### src/rtl/mem_bus_pkg.sv
`default_nettype none
// ============================================================================
//  Module      : mem_bus_pkg
//  Description : Shared definitions for the memory bus controller: FSM state
//                encoding, region index constants and the byte-lane shift
//                helper used for store alignment and load extraction.
//  Revision    : 1.0 - initial release
// ============================================================================
package mem_bus_pkg;

   // Controller states
   typedef enum logic [1:0] {
      ST_IDLE   = 2'd0,
      ST_ACCESS = 2'd1,
      ST_FAULT  = 2'd2,
      ST_DONE   = 2'd3
   } state_t;

   // Region indices into the one-hot select / ack vectors
   localparam int REGION_ROM  = 0;
   localparam int REGION_RAM  = 1;
   localparam int REGION_IO   = 2;
   localparam int NUM_REGIONS = 3;

   // Byte lane geometry: a lane is 8 bits, so a lane offset becomes a bit
   // shift by multiplying with 2**LANE_SHIFT.
   localparam int LANE_BITS  = 8;
   localparam int LANE_SHIFT = $clog2(LANE_BITS);

   // Bit shift amount for a given byte-lane offset (0, 8, 16 or 24)
   function automatic logic [4:0] lane_amount(input logic [1:0] off);
      return 5'(off) << LANE_SHIFT;
   endfunction

endpackage : mem_bus_pkg
`default_nettype wire

### src/rtl/mem_bus_region_decoder.sv
`default_nettype none
// ============================================================================
//  Module      : mem_bus_region_decoder
//  Description : Combinational address decoder. Matches the address against
//                the ROM, RAM and IO windows (base-aligned, power-of-two size)
//                and flags accesses that must fault without touching the bus.
//  Ports       : addr     - CPU byte address
//                is_write - access is a store
//                hit      - one-hot region hit (0 ROM, 1 RAM, 2 IO)
//                illegal  - unmapped address, or a store into ROM
//  Revision    : 1.0 - initial release
// ============================================================================
module mem_bus_region_decoder
   import mem_bus_pkg::*;
#(
   parameter logic [31:0] ROM_BASE      = 32'h0000_0000,
   parameter int          ROM_SIZE_BITS = 14,
   parameter logic [31:0] RAM_BASE      = 32'h4000_0000,
   parameter int          RAM_SIZE_BITS = 16,
   parameter logic [31:0] IO_BASE       = 32'h8000_0000,
   parameter int          IO_SIZE_BITS  = 12
) (
   input  logic [31:0]            addr,
   input  logic                   is_write,
   output logic [NUM_REGIONS-1:0] hit,
   output logic                   illegal
);

   // A region hits when every address bit above its size exponent equals the
   // base: XOR with the base, then discard the in-region offset bits.
   always_comb begin
      hit             = '0;
      hit[REGION_ROM] = ((addr ^ ROM_BASE) >> ROM_SIZE_BITS) == 32'd0;
      hit[REGION_RAM] = ((addr ^ RAM_BASE) >> RAM_SIZE_BITS) == 32'd0;
      hit[REGION_IO]  = ((addr ^ IO_BASE)  >> IO_SIZE_BITS)  == 32'd0;
   end

   assign illegal = ~(|hit) | (is_write & hit[REGION_ROM]);

endmodule : mem_bus_region_decoder
`default_nettype wire

### src/rtl/mem_bus_ctrl.sv
`default_nettype none
// ============================================================================
//  Module      : mem_bus_ctrl
//  Description : Memory-side controller behind the CPU ma_* access port.
//                Accepts one read/write at a time, decodes it into ROM, RAM
//                or IO, drives the lane-aligned word bus and returns a
//                one-cycle completion pulse. Unmapped addresses, ROM stores
//                and missing acknowledges complete with ma_timeout set.
//  Ports       : clk, rst                  - clock, sync active-high reset
//                ma_addr/ma_data_out/mask  - CPU request address/data/lanes
//                ma_rd_req, ma_wr_req      - request levels (read wins)
//                ma_data_in                - load data shifted to bit 0
//                ma_done, ma_timeout       - completion pulse and fault flag
//                bus_sel/bus_rd/bus_wr     - region select and slave strobes
//                bus_addr/bus_wdata/bus_be - word address, store data, lanes
//                bus_rdata0..2, bus_ack    - per-region read data and ack
//  Revision    : 1.0 - initial release
// ============================================================================
module mem_bus_ctrl
   import mem_bus_pkg::*;
#(
   parameter logic [31:0] ROM_BASE       = 32'h0000_0000,
   parameter int          ROM_SIZE_BITS  = 14,
   parameter logic [31:0] RAM_BASE       = 32'h4000_0000,
   parameter int          RAM_SIZE_BITS  = 16,
   parameter logic [31:0] IO_BASE        = 32'h8000_0000,
   parameter int          IO_SIZE_BITS   = 12,
   parameter int          TIMEOUT_CYCLES = 255
) (
   input  logic        clk,
   input  logic        rst,
   input  logic [31:0] ma_addr,
   input  logic [31:0] ma_data_out,
   input  logic [3:0]  ma_data_mask,
   input  logic        ma_rd_req,
   input  logic        ma_wr_req,
   output logic [31:0] ma_data_in,
   output logic        ma_done,
   output logic        ma_timeout,
   output logic [2:0]  bus_sel,
   output logic        bus_rd,
   output logic        bus_wr,
   output logic [31:0] bus_addr,
   output logic [31:0] bus_wdata,
   output logic [3:0]  bus_be,
   input  logic [31:0] bus_rdata0,
   input  logic [31:0] bus_rdata1,
   input  logic [31:0] bus_rdata2,
   input  logic [2:0]  bus_ack
);

   // Counter value seen during the last ACCESS cycle allowed before timeout
   localparam logic [7:0] c_TIMEOUT_LAST = 8'(TIMEOUT_CYCLES - 1);

   state_t                   r_state;
   state_t                   w_next;

   logic [NUM_REGIONS-1:0]   r_sel;
   logic                     r_rd;
   logic                     r_wr;
   logic [31:0]              r_addr;
   logic [31:0]              r_wdata;
   logic [3:0]               r_be;
   logic [1:0]               r_offset;
   logic [7:0]               r_count;
   logic [31:0]              r_data_in;
   logic                     r_done;
   logic                     r_timeout;

   logic                     w_req;
   logic                     w_is_read;
   logic [NUM_REGIONS-1:0]   w_hit;
   logic                     w_illegal;
   logic                     w_ack;
   logic                     w_count_last;
   logic [31:0]              w_rdata_sel;
   logic [31:0]              w_rdata_shifted;
   logic [31:0]              w_wdata_shifted;
   logic [3:0]               w_be_shifted;

   // ------------------------------------------------------------------
   // Request decode (only consumed in IDLE)
   // ------------------------------------------------------------------
   assign w_req     = ma_rd_req | ma_wr_req;
   assign w_is_read = ma_rd_req;

   mem_bus_region_decoder #(
      .ROM_BASE      (ROM_BASE),
      .ROM_SIZE_BITS (ROM_SIZE_BITS),
      .RAM_BASE      (RAM_BASE),
      .RAM_SIZE_BITS (RAM_SIZE_BITS),
      .IO_BASE       (IO_BASE),
      .IO_SIZE_BITS  (IO_SIZE_BITS)
   ) u_decoder (
      .addr     (ma_addr),
      .is_write (~w_is_read),
      .hit      (w_hit),
      .illegal  (w_illegal)
   );

   // Store data and enables move up to the addressed lane; anything pushed
   // beyond lane 3 falls off the word.
   assign w_wdata_shifted = ma_data_out << lane_amount(ma_addr[1:0]);
   assign w_be_shifted    = ma_data_mask << ma_addr[1:0];

   // ------------------------------------------------------------------
   // Slave response: only the selected region's ack and data matter
   // ------------------------------------------------------------------
   assign w_ack        = |(bus_ack & r_sel);
   assign w_count_last = (r_count == c_TIMEOUT_LAST);

   always_comb begin
      w_rdata_sel = ({32{r_sel[REGION_ROM]}} & bus_rdata0)
                  | ({32{r_sel[REGION_RAM]}} & bus_rdata1)
                  | ({32{r_sel[REGION_IO]}}  & bus_rdata2);
   end

   assign w_rdata_shifted = w_rdata_sel >> lane_amount(r_offset);

   // ------------------------------------------------------------------
   // FSM: state register
   // ------------------------------------------------------------------
   always_ff @(posedge clk) begin
      if (rst) begin
         r_state <= ST_IDLE;
      end else begin
         r_state <= w_next;
      end
   end

   // ------------------------------------------------------------------
   // FSM: next-state logic. Ack wins over the timeout limit on the same
   // cycle, since both simply lead to DONE and the datapath decides which.
   // ------------------------------------------------------------------
   always_comb begin
      w_next = r_state;
      case (r_state)
         ST_IDLE: begin
            if (w_req) begin
               w_next = w_illegal ? ST_FAULT : ST_ACCESS;
            end
         end
         ST_ACCESS: begin
            if (w_ack || w_count_last) begin
               w_next = ST_DONE;
            end
         end
         ST_FAULT: w_next = ST_DONE;
         ST_DONE:  w_next = ST_IDLE;
         default:  w_next = ST_IDLE;
      endcase
   end

   // ------------------------------------------------------------------
   // Registered datapath and outputs
   // ------------------------------------------------------------------
   always_ff @(posedge clk) begin
      if (rst) begin
         r_sel     <= '0;
         r_rd      <= 1'b0;
         r_wr      <= 1'b0;
         r_addr    <= '0;
         r_wdata   <= '0;
         r_be      <= '0;
         r_offset  <= '0;
         r_count   <= '0;
         r_data_in <= '0;
         r_done    <= 1'b0;
         r_timeout <= 1'b0;
      end else begin
         r_done    <= (w_next == ST_DONE);
         r_timeout <= 1'b0;
         case (r_state)
            ST_IDLE: begin
               if (w_req && !w_illegal) begin
                  r_sel    <= w_hit;
                  r_rd     <= w_is_read;
                  r_wr     <= ~w_is_read;
                  r_addr   <= {ma_addr[31:2], 2'b00};
                  r_wdata  <= w_wdata_shifted;
                  r_be     <= w_be_shifted;
                  r_offset <= ma_addr[1:0];
                  r_count  <= '0;
               end
            end
            ST_ACCESS: begin
               r_count <= r_count + 8'd1;
               if (w_ack) begin
                  if (r_rd) begin
                     r_data_in <= w_rdata_shifted;
                  end
               end else if (w_count_last) begin
                  r_timeout <= 1'b1;
               end
               // Strobes and select drop on entry to DONE
               if (w_ack || w_count_last) begin
                  r_sel <= '0;
                  r_rd  <= 1'b0;
                  r_wr  <= 1'b0;
               end
            end
            ST_FAULT: begin
               r_timeout <= 1'b1;
            end
            default: begin
            end
         endcase
      end
   end

   assign ma_data_in = r_data_in;
   assign ma_done    = r_done;
   assign ma_timeout = r_timeout;
   assign bus_sel    = r_sel;
   assign bus_rd     = r_rd;
   assign bus_wr     = r_wr;
   assign bus_addr   = r_addr;
   assign bus_wdata  = r_wdata;
   assign bus_be     = r_be;

endmodule : mem_bus_ctrl
`default_nettype wire

### config.mk
export PLATFORM = sky130hd
export DESIGN_NAME = mem_bus_ctrl
export DESIGN_NICKNAME = d
export VERILOG_FILES = /design/src/rtl/mem_bus_pkg.sv /design/src/rtl/mem_bus_region_decoder.sv /design/src/rtl/mem_bus_ctrl.sv
export SDC_FILE = /design/constraint.sdc
export NUM_CORES = 1
export LEC_CHECK = 0
export ABC_AREA = 1
export CORE_MARGIN = 4
export CORE_UTILIZATION = 38
export DETAILED_ROUTE_END_ITERATION = 12
export GPL_ROUTABILITY_DRIVEN = 0
export HOLD_SLACK_MARGIN = 0.06
export PLACE_DENSITY = 0.77
export SLEW_MARGIN = 20
export SYNTH_ARGS = -nofsm -noshare
export SYNTH_HDL_FRONTEND = slang
export SYNTH_HIERARCHICAL = 1
export SYNTH_SLANG_ARGS = --single-unit
### constraint.sdc
create_clock -name clk -period 1.6 [get_ports clk]
set_input_delay 0.24 -clock clk [delete_from_list [all_inputs] [get_ports clk]]
set_output_delay 0.24 -clock clk [all_outputs]
set_load 0.01 [all_outputs]
# Yosys cells after proc, flatten, opt, wreduce, memory -nomap -nowiden

Cells that the tools add are included.

Multiplexer cells: 17
Add/sub/neg operators: 1
Bitwise operators: 13
Shift-type cells: 3
Eq/ne operators: 7
Reductions and logical operators: 14

Operators with widths:

| kind                | number |
|---|---|
| $and 32x32->32      | 3 |
| $logic_not 32->1    | 3 |
| $or 32x32->32       | 2 |
| $shl 32x5->32       | 1 |
| $shr 32x5->32       | 1 |
| $pmux 8 s2          | 1 |
| $add 8x1->8 const B | 1 |
| $eq 8x8->1 const B  | 1 |
| $mux 8              | 1 |
| $pmux 2 s4          | 1 |
| $eq 2x2->1 const B  | 3 |
| $mux 2              | 3 |
| $mux 3              | 2 |
| $pmux 1 s2          | 3 |
| $pmux 3 s2          | 1 |
| $reduce_and 3->1    | 2 |
| $reduce_or 3->1     | 2 |
| $mux 1              | 5 |
| $ne 2x2->1 const B  | 2 |
| $not 1->1           | 4 |
| $reduce_and 2->1    | 2 |
| $shl 4x2->4         | 1 |
| $and 3x3->3         | 1 |
| $eq 2x1->1 const B  | 1 |
| 7 further kinds     | 8 |

Logic and storage cells: 67
Register bits: 117
Output and inout bits: 107
Bits of input ports: 171

# Longest topological paths before layout

Gate-level depths: netlist of run 1.

Depth after elaboration: 9
Gate-level depth with buffers: 15

# Cells and area by module

Netlist of run 1, hierarchy kept.

Modules (own cells, without submodules):

| module                 | area each (µm²) | sequential area each (µm²) | times used | cells an instance |
|---|---|---|---|---|
| mem_bus_ctrl           | 6060.8          | 2342.2                     | 1          | 882 |
| mem_bus_region_decoder | 192.7           | 0.0                        | 1          | 37 |

# Worst setup path before layout of run 1

Ideal clock, no wire load.

Path kind: in2reg
Start: input port ma_addr[19]
End: register r_wdata[30] (netlist: bus_wdata[30])
Setup time: 0.116 ns
Stages: 13
Path buffers: 1
Arrival time: 1.495 ns
Slack: -0.011 ns
Cells stage by stage: nor2_2 nand2_2 nor2_4 nand3_1 nand3_1 nand2_1 nor2_4 nand2_8 buf_2 a21oi_1 o21ai_1 o211ai_1 inv_1

Cells in the longest elaborated chain, start to end: 7
Elaborated cells on any way between the ends: 10
Those cells by class: bitwise (3); reduce/logical (7)

Ends and longest elaborated chain:

| what                                | line                                                                                     | text |
|---|---|---|
| start, declared                     | mem_bus_ctrl.sv:32                                                                       | `input logic [31:0] ma_addr,` |
| $logic_not 32->1 (on tied branches) | mem_bus_region_decoder.sv:34, mem_bus_region_decoder.sv:33, mem_bus_region_decoder.sv:35 |  |
| $reduce_or 3->1                     | mem_bus_region_decoder.sv:38                                                             | `assign illegal = ~(\|hit) \| (is_write & hit[REGION_ROM]);` |
| $not 1->1                           | mem_bus_region_decoder.sv:38                                                             |  |
| $or 1x1->1 *                        | mem_bus_region_decoder.sv:38                                                             |  |
| net w_illegal                       | mem_bus_ctrl.sv:73                                                                       | `logic w_illegal;` |
| $logic_not 1->1 *                   | mem_bus_ctrl.sv:175                                                                      | `if (w_req && !w_illegal) begin` |
| $logic_and 1x1->1 *                 | mem_bus_ctrl.sv:175                                                                      |  |
| $reduce_and 2->1 (no line) *        | --                                                                                       |  |
| end signal, assigned                | mem_bus_ctrl.sv:180                                                                      | `r_wdata <= w_wdata_shifted;` |
| end, declared                       | mem_bus_ctrl.sv:62                                                                       | `logic [31:0] r_wdata;` |

The timed path passes the listed nets; every way through them passes the cells marked *.
A chain may end at the register's enable or synchronous reset.

# Final worst setup path of run 1

Start: register r_data_in[27] (netlist: ma_data_in[27])
End: output port ma_data_in[27]

RTL lines:

| what                   | line                | text |
|---|---|---|
| start, declared        | mem_bus_ctrl.sv:66  | `logic [31:0] r_data_in;` |
| start signal, assigned | mem_bus_ctrl.sv:190 | `r_data_in <= w_rdata_shifted;` |
| end, declared          | mem_bus_ctrl.sv:37  | `output logic [31:0] ma_data_in,` |

No word-level cell between the ends.

==> results of run 1 <==
cell families (layout without fill, tap and decap cells):
kind of cell | count (synthesis) | after routing | share of synthesized area
adders and majority gates | 6 | 6 | 0.0120
muxes | 1 | 1 | 0.00160
buffers and inverters | 116 | 435 | 0.0916
and+or+nand+nor | 485 | 487 | 0.341
AOI/OAI and AO/OA | 192 | 192 | 0.177
other | 1 | 2 | 0.000600
DFF | 117 | 117 | 0.375
xor gates and xnor gates | 1 | 1 | 0.00140
stage by stage:
step	utilization	instances
floorplan	-	920
global placement	0.592	1412
detailed placement	0.592	1412
CTS	0.648	1453
global route	0.653	1457
finish	0.653	1457
registers in the layout, indices dropped and copies added (netlist names):
signal and flops:
bus_wdata 32, ma_data_in 32, bus_addr 30, r_count 8, bus_be 4, bus_sel 3, r_offset 2, r_state 2
bus_rd 1, bus_wr 1, ma_done 1, ma_timeout 1
power by group:
part           leakage (nW)  switching (mW)  total, mW  internal, mW
registers             0.945          0.0320       2.99          2.96
logic                  3.21           0.751       1.54         0.786
clock network         0.299            1.37       4.01          2.64
placed cells by master, fill, tap and decap left out, types with 5 or more instances in the layout:
cell,instances
nand2_1,322
clkdlybuf4s50_1,234
dfxtp_1,114
a21oi_1,66
buf_4,60
nand3_1,50
o21ai_0,45
inv_1,39
nor2_1,36
nand2_2,21
o211ai_1,21
a31oi_1,21
clkbuf_16,17
nand4_1,16
dlymetal6s2s_1,16
a21oi_2,15
clkbuf_2,14
o21ai_1,12
or2_2,10
nor2_2,9
inv_2,8
a22oi_1,8
nor2_4,8
buf_12,8
nand3_2,5
clkinv_2,5
buf_2,5
metal layers:
| metal | GRT usage | vias up | wire (um) |
|---|---|---|---|
| li1 | - | 3643 | - |
| met1 | 0.309 | 3432 | 10000 |
| met4 | 0.0689 | 0 | 486 |
| met5 | 0 | - | 0 |
| met3 | 0.0688 | 32 | 2110 |
| met2 | 0.435 | 310 | 12100 |
worst paths after layout:
check | from | end | slack (ps) | depth (start not counted)
setup / recovery | ma_data_in[27]$_SDFFE_PP0P_ | ma_data_in[27] | 30 | 1
hold reg to reg | bus_addr[4]$_SDFFE_PP0P_ | bus_addr[4]$_SDFFE_PP0P_ | 460 | 2
setup reg to reg | r_state[1]$_SDFF_PP0_ | ma_data_in[18]$_SDFFE_PP0P_ | 90 | 9
hold / removal | ma_addr[27] | bus_addr[27]$_SDFFE_PP0P_ | 100 | 3
area by class of cell:
class                           count  area (sq um)
Multi-Input combinational cell    689          3480
Fill cell                        1348          5560
Clock buffer                       19           443
Inverter                           52           216
Tap cell                          216           270
Timing Repair Buffer              351          3500
Sequential cell                   117          2350
Clock inverter                     13           180
what timing repair did:
action	in CTS	in global routing
resized for setup	76	63
cloned	7	0
endpoints found under the setup margin	85	128
hold buffers	0	0
hold endpoints to repair	0	0
pin swaps	25	28
setup buffers	2	4
==> impl_metrics.yaml, run 1 <==
synthesis:
  syn_avg_cell_area_sq_um: 6.80
  yosysTopAreaCell: "dfxtp_1"
  synth_edf_count: 0
  yosysTopAreaCellShare: 0.375
  ys_seq_area_frac: 0.375
  synth.top_cells.by_area: "dfxtp_1 37%, nand2_1 20%, a21oi_1 5.7%, nand3_1 4.4%, o21ai_0 3.8%"
  async_flop_share: 0
  yosys_warnings: 6
  synthDistinctLibCells: 40
  synth.most_common_cell: "nand2_1"
  synth_flop_cell: "dfxtp_1"
  yosys_register_bits: 117
  synth_area_sq_um: 6250
  syn_inst: 919
  yosys-top-cells-count: "328 x nand2_1, 117 x dfxtp_1, 71 x a21oi_1"
clock_tree:
  cts.path.max_buffers: 2
  cts_root_buf: "clkbuf_16"
  clock_latency_ps: 410
  clock_sinks: 117
  cts_buffers: 17
  cts_tree: "built"
  path_clk_slew_ps: 50
  htree_num_levels: 4
grt:
  grt_pass1_vias: 6958
  grt_max_degree: 77
  antenna_found_initial: 0
  track_usage: 0.252
  grt_pass1_wl_um: 36900
  gr-total-overflow: 0
timing:
  min_period_ps: 1570
  relSlewSlack: 0.603
  totalNegativeSetupSlack_ps: 0
  fin_worst_skew_ps: 6.57
  finalSetupViolCount: 0
  drv_slew: 0
  finalHoldViolCount: 0
  whs_ps: 101
  tightest_slew_ps: 595
  setup_ws_ps: 29.5
  fmaxAchievable_ghz: 0.637
  fin_crit_sh: 0.982
setup_path:
  path_buf_inv: 1
  crit_chain: "clkdlybuf4s50_1"
  worstPathArrival_ps: 1330
  critPathTopFamily: "buffers and inverters"
  cp_slowest_cell: "clkdlybuf4s50_1"
  worstSetupPathType: "reg -> out"
  crit_required_ps: 1360
  start_kind: "flop"
  critPathMaxFanout: 2
  crit_path_end_kind: "output pin"
  crit_path_max_incr_delay_ps: 560
finish:
  final_area_sq_um: 10400
  n_antenna_cell: 0
  num-nets-final: 1405
  drive_gt1_frac: 0.179
  areaGrowthSynthToFinish_pct: 67.0
routing:
  drc: 0
  num_vias: 7417
  final_antenna_net_count: 0
  drt_iter0_markers: 474
  vias_per_cell: 5.09
  drt_first_pass_iters: 5
  wl_um: 24700
  wl_per_cell_um: 17.0
power_and_ir_drop:
  p_leak_nw: 4.45
  ir_drop_uv: 744
  power_mw: 8.54
  powerDensity_nw_per_um2: 818
die:
  row_count: 46
  die_x_um: 136
  dieArea_sq_um: 18600
  io_pins: 278
  start_util: 0.391
  fp.coreArea_sq_um: 16000
  die_height_um: 136
placed_design:
  post-place-ws_ps: -674
  io_buffer_count: 275
  hpwl_um: 17600
  placed_area_sq_um: 9480
run_status:
  status: "finished, final reports clean"
job:
  max_cap_violations: 0
worst_hold_path:
  hp-class: "in -> reg"
No activity file was read; power rests on OpenSTA's default activity.
==> run 2, diff against run 1 <==
- CTS_CLUSTER_DIAMETER: default -> 60
==> results of run 2 <==
Same layout as run 1: the final DEF is identical, and so are final timing and power.
